`config.mk`:
```
export PLATFORM = sky130hd
export DESIGN_NAME = my_alu_seq_flat
export DESIGN_NICKNAME = d
export VERILOG_FILES = /design/src/rtl/my_alu_seq_if.sv /design/src/rtl/my_alu_seq.sv /design/src/flat_wrapper.sv
export SDC_FILE = /design/constraint.sdc
export NUM_CORES = 1
export LEC_CHECK = 0
export BUFFER_PORTS_ARGS = -buffer_cell sky130_fd_sc_hd__buf_2
export CORE_MARGIN = 2
export CORE_UTILIZATION = 55
export CTS_BUF_LIST = sky130_fd_sc_hd__clkbuf_16
export DETAILED_ROUTE_END_ITERATION = 16
export PLACE_DENSITY = 0.85
export SLEW_MARGIN = 5
export SYNTH_ARGS = -nofsm -noshare
export SYNTH_HDL_FRONTEND = slang
export SYNTH_SLANG_ARGS = --single-unit
```
`constraint.sdc`:
```
create_clock -name clk -period 5.4 [get_ports clk]
set_input_delay 0.54 -clock clk [delete_from_list [all_inputs] [get_ports clk]]
set_output_delay 0.54 -clock clk [all_outputs]
set_load 0.005 [all_outputs]
```
`src/rtl/my_alu_seq_if.sv`:
```
// Valid/ready bundle between a producer/consumer pair and the sequential ALU.
// master: the side that issues operations and consumes results.
// slave: the arithmetic unit.
interface my_alu_seq_if #(
    parameter int WIDTH = 8
) ();
    logic                 in_valid;
    logic                 in_ready;
    logic [2:0]           op;
    logic [WIDTH-1:0]     a;
    logic [WIDTH-1:0]     b;
    logic                 out_valid;
    logic                 out_ready;
    logic [2*WIDTH-1:0]   result;
    logic                 err;

    modport master (
        output in_valid, op, a, b, out_ready,
        input  in_ready, out_valid, result, err
    );

    modport slave (
        input  in_valid, op, a, b, out_ready,
        output in_ready, out_valid, result, err
    );
endinterface

```
`src/rtl/my_alu_seq.sv`:
```
// Sequential unsigned arithmetic unit: add, sub, mul, div, rem.
// Add/sub, illegal ops and divide-by-zero resolve at the accept edge.
// Mul (shift-add) and div/rem (restoring) iterate for WIDTH cycles.
//
//  state | meaning
//  ------+-----------------------------------------------------------
//  IDLE  | waiting for an operation; in_ready high
//  CALC  | iterative mul/div/rem in progress; cnt_q counts down to 0
//  DONE  | result/err held with out_valid high until out_ready
module my_alu_seq #(
    parameter int WIDTH = 8
) (
    input  logic          clk,
    input  logic          rst_n,
    my_alu_seq_if.slave   bus
);

    localparam logic [2:0] OP_ADD = 3'd0;
    localparam logic [2:0] OP_SUB = 3'd1;
    localparam logic [2:0] OP_MUL = 3'd2;
    localparam logic [2:0] OP_DIV = 3'd3;
    localparam logic [2:0] OP_REM = 3'd4;

    localparam int CW = (WIDTH > 2) ? $clog2(WIDTH) : 1;

    typedef enum logic [1:0] {
        IDLE = 2'd0,
        CALC = 2'd1,
        DONE = 2'd2
    } state_t;

    state_t               state_q;
    logic [CW-1:0]        cnt_q;
    logic [2:0]           op_q;
    logic                 in_ready_q;
    logic                 out_valid_q;
    logic [2*WIDTH-1:0]   result_q;
    logic                 err_q;

    // multiplier datapath: product accumulator, shifting multiplicand, shifting multiplier
    logic [2*WIDTH-1:0]   prod_q;
    logic [2*WIDTH-1:0]   mcand_q;
    logic [WIDTH-1:0]     mplier_q;

    // divider datapath: partial remainder, dividend shifting into quotient, divisor
    logic [WIDTH-1:0]     rem_q;
    logic [WIDTH-1:0]     quo_q;
    logic [WIDTH-1:0]     dvsr_q;

    logic                 fast_path;
    logic [2*WIDTH-1:0]   fast_res;
    logic                 fast_err;
    logic [WIDTH:0]       sum_w;
    logic [WIDTH:0]       diff_w;

    logic [2*WIDTH-1:0]   prod_d;
    logic [WIDTH:0]       div_shift;
    logic [WIDTH:0]       div_diff;
    logic                 div_fits;
    logic [WIDTH-1:0]     rem_d;
    logic [WIDTH-1:0]     quo_d;

    // Ops that resolve at the accept edge, computed straight from the bus
    always_comb begin
        fast_path = 1'b1;
        fast_res  = '0;
        fast_err  = 1'b0;
        sum_w     = {1'b0, bus.a} + {1'b0, bus.b};
        diff_w    = {1'b0, bus.a} - {1'b0, bus.b};
        case (bus.op)
            OP_ADD: fast_res = {{(WIDTH-1){1'b0}}, sum_w};
            // bit WIDTH of the extended difference is the borrow, i.e. the sign
            OP_SUB: fast_res = {{(WIDTH-1){diff_w[WIDTH]}}, diff_w};
            OP_MUL: fast_path = 1'b0;
            OP_DIV: begin
                if (bus.b == '0) begin
                    fast_res = {{WIDTH{1'b0}}, {WIDTH{1'b1}}};
                    fast_err = 1'b1;
                end else begin
                    fast_path = 1'b0;
                end
            end
            OP_REM: begin
                if (bus.b == '0) begin
                    fast_res = {{WIDTH{1'b0}}, bus.a};
                    fast_err = 1'b1;
                end else begin
                    fast_path = 1'b0;
                end
            end
            default: fast_err = 1'b1;
        endcase
    end

    // One iteration step of shift-add multiply and restoring divide
    always_comb begin
        prod_d    = prod_q + (mplier_q[0] ? mcand_q : '0);
        div_shift = {rem_q, quo_q[WIDTH-1]};
        div_diff  = div_shift - {1'b0, dvsr_q};
        div_fits  = (div_shift >= {1'b0, dvsr_q});
        // partial remainder stays below the divisor, so WIDTH bits always suffice
        rem_d     = div_fits ? div_diff[WIDTH-1:0] : div_shift[WIDTH-1:0];
        quo_d     = {quo_q[WIDTH-2:0], div_fits};
    end

    // Control FSM and datapath registers; all outputs registered
    always_ff @(posedge clk or negedge rst_n) begin
        if (!rst_n) begin
            state_q     <= IDLE;
            cnt_q       <= '0;
            op_q        <= '0;
            in_ready_q  <= 1'b1;
            out_valid_q <= 1'b0;
            result_q    <= '0;
            err_q       <= 1'b0;
            prod_q      <= '0;
            mcand_q     <= '0;
            mplier_q    <= '0;
            rem_q       <= '0;
            quo_q       <= '0;
            dvsr_q      <= '0;
        end else begin
            case (state_q)
                IDLE: begin
                    if (bus.in_valid) begin
                        op_q       <= bus.op;
                        in_ready_q <= 1'b0;
                        if (fast_path) begin
                            result_q    <= fast_res;
                            err_q       <= fast_err;
                            out_valid_q <= 1'b1;
                            state_q     <= DONE;
                        end else begin
                            cnt_q    <= CW'(WIDTH - 1);
                            prod_q   <= '0;
                            mcand_q  <= {{WIDTH{1'b0}}, bus.a};
                            mplier_q <= bus.b;
                            rem_q    <= '0;
                            quo_q    <= bus.a;
                            dvsr_q   <= bus.b;
                            state_q  <= CALC;
                        end
                    end
                end
                CALC: begin
                    if (op_q == OP_MUL) begin
                        prod_q   <= prod_d;
                        mcand_q  <= {mcand_q[2*WIDTH-2:0], 1'b0};
                        mplier_q <= {1'b0, mplier_q[WIDTH-1:1]};
                    end else begin
                        rem_q <= rem_d;
                        quo_q <= quo_d;
                    end
                    if (cnt_q == '0) begin
                        // last step: publish the step's outcome directly
                        if (op_q == OP_MUL) begin
                            result_q <= prod_d;
                        end else if (op_q == OP_DIV) begin
                            result_q <= {{WIDTH{1'b0}}, quo_d};
                        end else begin
                            result_q <= {{WIDTH{1'b0}}, rem_d};
                        end
                        err_q       <= 1'b0;
                        out_valid_q <= 1'b1;
                        state_q     <= DONE;
                    end else begin
                        cnt_q <= cnt_q - 1'b1;
                    end
                end
                DONE: begin
                    if (bus.out_ready) begin
                        out_valid_q <= 1'b0;
                        in_ready_q  <= 1'b1;
                        state_q     <= IDLE;
                    end
                end
                default: begin
                    out_valid_q <= 1'b0;
                    in_ready_q  <= 1'b1;
                    state_q     <= IDLE;
                end
            endcase
        end
    end

    assign bus.in_ready  = in_ready_q;
    assign bus.out_valid = out_valid_q;
    assign bus.result    = result_q;
    assign bus.err       = err_q;

endmodule

```
`src/flat_wrapper.sv`:
```
// flat-port wrapper written by rule: the top's interface ports become plain ports
module my_alu_seq_flat 
#(
    parameter int WIDTH = 8
)
  (clk, rst_n, bus_in_valid, bus_op, bus_a, bus_b, bus_out_ready, bus_in_ready, bus_out_valid, bus_result, bus_err);
  my_alu_seq_if #(.WIDTH(WIDTH)) bus_i ();
  input  logic clk;
  input  logic rst_n;
  input wire logic [$bits(bus_i.in_valid)-1:0] bus_in_valid;
  input wire logic [$bits(bus_i.op)-1:0] bus_op;
  input wire logic [$bits(bus_i.a)-1:0] bus_a;
  input wire logic [$bits(bus_i.b)-1:0] bus_b;
  input wire logic [$bits(bus_i.out_ready)-1:0] bus_out_ready;
  output wire logic [$bits(bus_i.in_ready)-1:0] bus_in_ready;
  output wire logic [$bits(bus_i.out_valid)-1:0] bus_out_valid;
  output wire logic [$bits(bus_i.result)-1:0] bus_result;
  output wire logic [$bits(bus_i.err)-1:0] bus_err;
  assign bus_i.in_valid = bus_in_valid;
  assign bus_i.op = bus_op;
  assign bus_i.a = bus_a;
  assign bus_i.b = bus_b;
  assign bus_i.out_ready = bus_out_ready;
  assign bus_in_ready = bus_i.in_ready;
  assign bus_out_valid = bus_i.out_valid;
  assign bus_result = bus_i.result;
  assign bus_err = bus_i.err;
  my_alu_seq #(.WIDTH(WIDTH)) u_core (.clk(clk), .rst_n(rst_n), .bus(bus_i));
endmodule
```
==> impl_results.md <==
- Fin Setup TNS: 0 ns
- Most frequent cells in the layout: dfrtp_1 (90), nand2_1 (81), nor2_1 (56), o21ai_0 (56), a21oi_1 (49)
- CP cell instances: buf_2 > nor4_2 > nand2_1 > a21boi_0 > a22o_1 > inv_1 > a31oi_1 > a21oi_1
- Final setup viols: 0
- CP Max Fanout: 23
- Crit start category: input port
- Gpl congestion: 0.919
- Post-synth top area share: 36.6%
- Maximum VDD drop: 234 µV
- Worst-Skew Late Latency: 0.35 ns
- Clock buffer depth: 2
- Syn Inst Count: 693
- Worst path required time: 5.62 ns
- Leak Pwr: 0.00321 µW
- Tot Pwr: 3230 µW
- Unrepaired setup endpoints after global routing: false
- Fin Clk Skew: 0.0110 ns
- Vias in the first global route: 5278
- Total gr overflow: 0
- Num CTS Buffers: 9
- Syn_nets: 761
- Area Growth Syn to Fin: 9.15%
- CP arrival: 3.32 ns
- Most common cell after layout, fill and taps aside: dfrtp_1
- Fraction of registers with async set/reset: 100%
- Layout cells sized above 1: 11.3%
- Final antenna-violating net count: 0
- Fill cells: 894
- Slew @ Worst Pin: 1.25 ns
- Port-buffer cells: 41
- Final HPWL from detailed placement: 12200 µm
- EDFF count, synth: 0
- DR WL/cell: 19.2 µm
- Cell variety after synth: 62
- Critical path class: in2reg
- Post-Route WL: 16600 µm
- Antenna diode count: 0
- Top cells by area, synth: dfrtp_1 (37%), ha_1 (8.3%), nand2_1 (4.9%), o21ai_0 (4.6%), a21oi_1 (4.0%)
- Worst setup EP type: register
- Die Area: 12000 µm²
- Row cnt: 38
- Power Density: 481 nW/µm²
- Via Count: 5506
- Vias/cell: 6.38
- CTS Hold Buffers Added: 0
- # DRC: 0
- Global-route usage over all layers: 29.0%
- Clk pin slew, worst setup/hold paths: 0.06 ns
- Outcome: complete, no violations
- Initial Util: 56.5%
- FF-to-FF Start: u_core.mplier_q[0]$_DFFE_PN0P_
- CP max-delay cell: a22o_1
- Slowest stage delay, CP: 0.76 ns
- DIE WIDTH: 110 µm
- Post-CTS setup buffer count: 0
- Largest net degree at the start of global routing: 79
- Seq cells post-synth: 91
- Synth warnings: 0
- Area of the multi-input gates: 3600 µm²
- Period Utilization, post-route: 57.6%
- First-pass GRT wire length: 26800 µm
- Slew Viols, Final: 0
- Sequential cell area: 2280 µm²
- Root buf cell: clkbuf_16
- Initial antenna violation count: 0
- Num ports: 42
- Sequential area share after synthesis: 37.0%
- HP Class: in2async
- Yosys top cell by area: dfrtp_1
- Nets@finish: 786
- Max Freq: 322 MHz
- Final min period: 3.11 ns
- MaxCap Viol Count: 0
- Detailed Route Iter0 Violations: 612
- Core area: 10900 µm²
- Post-Syn Area: 6150 µm²
- H-tree levels: 3
- Max_slew headroom: 16.1%
- Top FF cell, synth: dfrtp_1
- Resized Gates After CTS: 0
- Syn Area/Cell: 8.88 µm²
- Clock sink total: 91
- Die Span Y: 110 µm
- Pre-antenna DRT Iters: 9
- CTS tree: done
- Worst Setup SP: bus_b[0]
- Hold Vio Cnt, Final: 0
power by group:
part	internal, µW	total (µW)	switching [µW]
Sequential	929	1130	200
Combinational	588	1480	888
Clock	357	628	271
Total	1870	3230	1360
per-stage QoR:
| stage | area (µm²) | setup slack [ns] | util (%) | hold slack [ns] | cells |
|---|---|---|---|---|---|
| 6_report | 6710 | 2.29 | 61.7 | 0.0340 | 863 |
| 2_1_floorplan | 6150 | 2.96 | - | 0.244 | 693 |
| 4_1_cts | 6710 | 2.38 | 61.7 | 0.0339 | 863 |
| 3_3_place_gp | 6420 | 2.26 | 59.0 | 0.401 | 847 |
| 5_1_grt | 6710 | 2.08 | 61.7 | 0.0457 | 863 |
| 3_5_place_dp | 6420 | 2.14 | 59.0 | 0.401 | 847 |
cells in the mapped netlist, types with 4 or more instances:
master and count:
dfrtp_1 90, nand2_1 81, nor2_1 56, o21ai_0 56
a21oi_1 49, ha_1 41, inv_1 34, and2_1 21
clkbuf_1 19, a31oi_1 16, xnor2_1 16, mux2i_1 15
a21o_1 13, a22o_1 13, nand3_1 10, o21a_1 10
a211oi_1 9, nand2b_1 9, nor2b_1 9, o21bai_1 8
or3_1 8, mux2_2 7, o22ai_1 7, a222oi_1 6
buf_2 6, o211ai_1 6, o31ai_1 5, a22oi_1 4
fa_1 4, o21ai_2 4, xor2_1 4
cell families (layout without fill, tap and decap cells):
| group | after synthesis | after routing | share of synthesized area (%) |
|---|---|---|---|
| muxes | 22 | 22 | 3.72 |
| adders and majority gates | 45 | 45 | 9.64 |
| and+or+nand+nor | 217 | 217 | 17.2 |
| DFF | 91 | 91 | 37.0 |
| AOI/OAI and AO/OA | 233 | 233 | 25.1 |
| buffers and inverters | 65 | 95 | 4.47 |
| xor gates and xnor gates | 20 | 20 | 2.85 |
final cells by class:
class,instances,area share (%)
multi-input cells,537,53.7
flip-flops and latches,91,33.9
well taps,140,2.61
clock inverters,7,1.02
inverters,35,1.96
clock buffers,9,3.35
repair buffers,44,3.43
worst paths after layout:
| path | endpoint | slack, ns | cells after the start |
|---|---|---|---|
| worst min register to register | u_core.cnt_q[0]$_DFFE_PN0P_ | 0.48 | 1 |
| min in group clk | u_core.bus.in_ready$_DFFE_PN1P_ | 0.46 | 3 |
| worst max-delay path | u_core.bus.result[6]$_DFFE_PN0P_ | 2.29 | 8 |
| worst min-delay path | u_core.rem_q[5]$_DFFE_PN0P_ | 0.03 | 1 |
| worst max register to register | u_core.bus.result[14]$_DFFE_PN0P_ | 2.37 | 9 |
| max in group asynchronous | u_core.op_q[1]$_DFFE_PN0P_ | 4.15 | 2 |
layer usage:
| layer | part of all wire (%) | GRT usage [%] |
|---|---|---|
| met1 | 41 | 38.9 |
| met2 | 47 | 45.7 |
| met3 | 8.0 | 4.92 |
| met4 | 3.5 | 13.9 |
| met5 | 0 | 0 |
state kept, by name (all words and copies together) (netlist names):
| register | flops |
|---|---|
| u_core.bus.err | 1 |
| u_core.bus.in_ready | 1 |
| u_core.bus.out_valid | 1 |
| u_core.bus.result | 16 |
| u_core.cnt_q | 3 |
| u_core.dvsr_q | 8 |
| u_core.mcand_q | 16 |
| u_core.mplier_q | 8 |
| u_core.op_q | 3 |
| u_core.prod_q | 16 |
| u_core.quo_q | 8 |
| u_core.rem_q | 8 |
| u_core.state_q | 2 |
worst max-delay path, delay by kind of cell:
family	cells	cell delay, ns
buf+inv	2	0.49
simple gates	2	0.75
compound gates	4	1.53
Note: power is estimated with default switching activity, not from simulation.
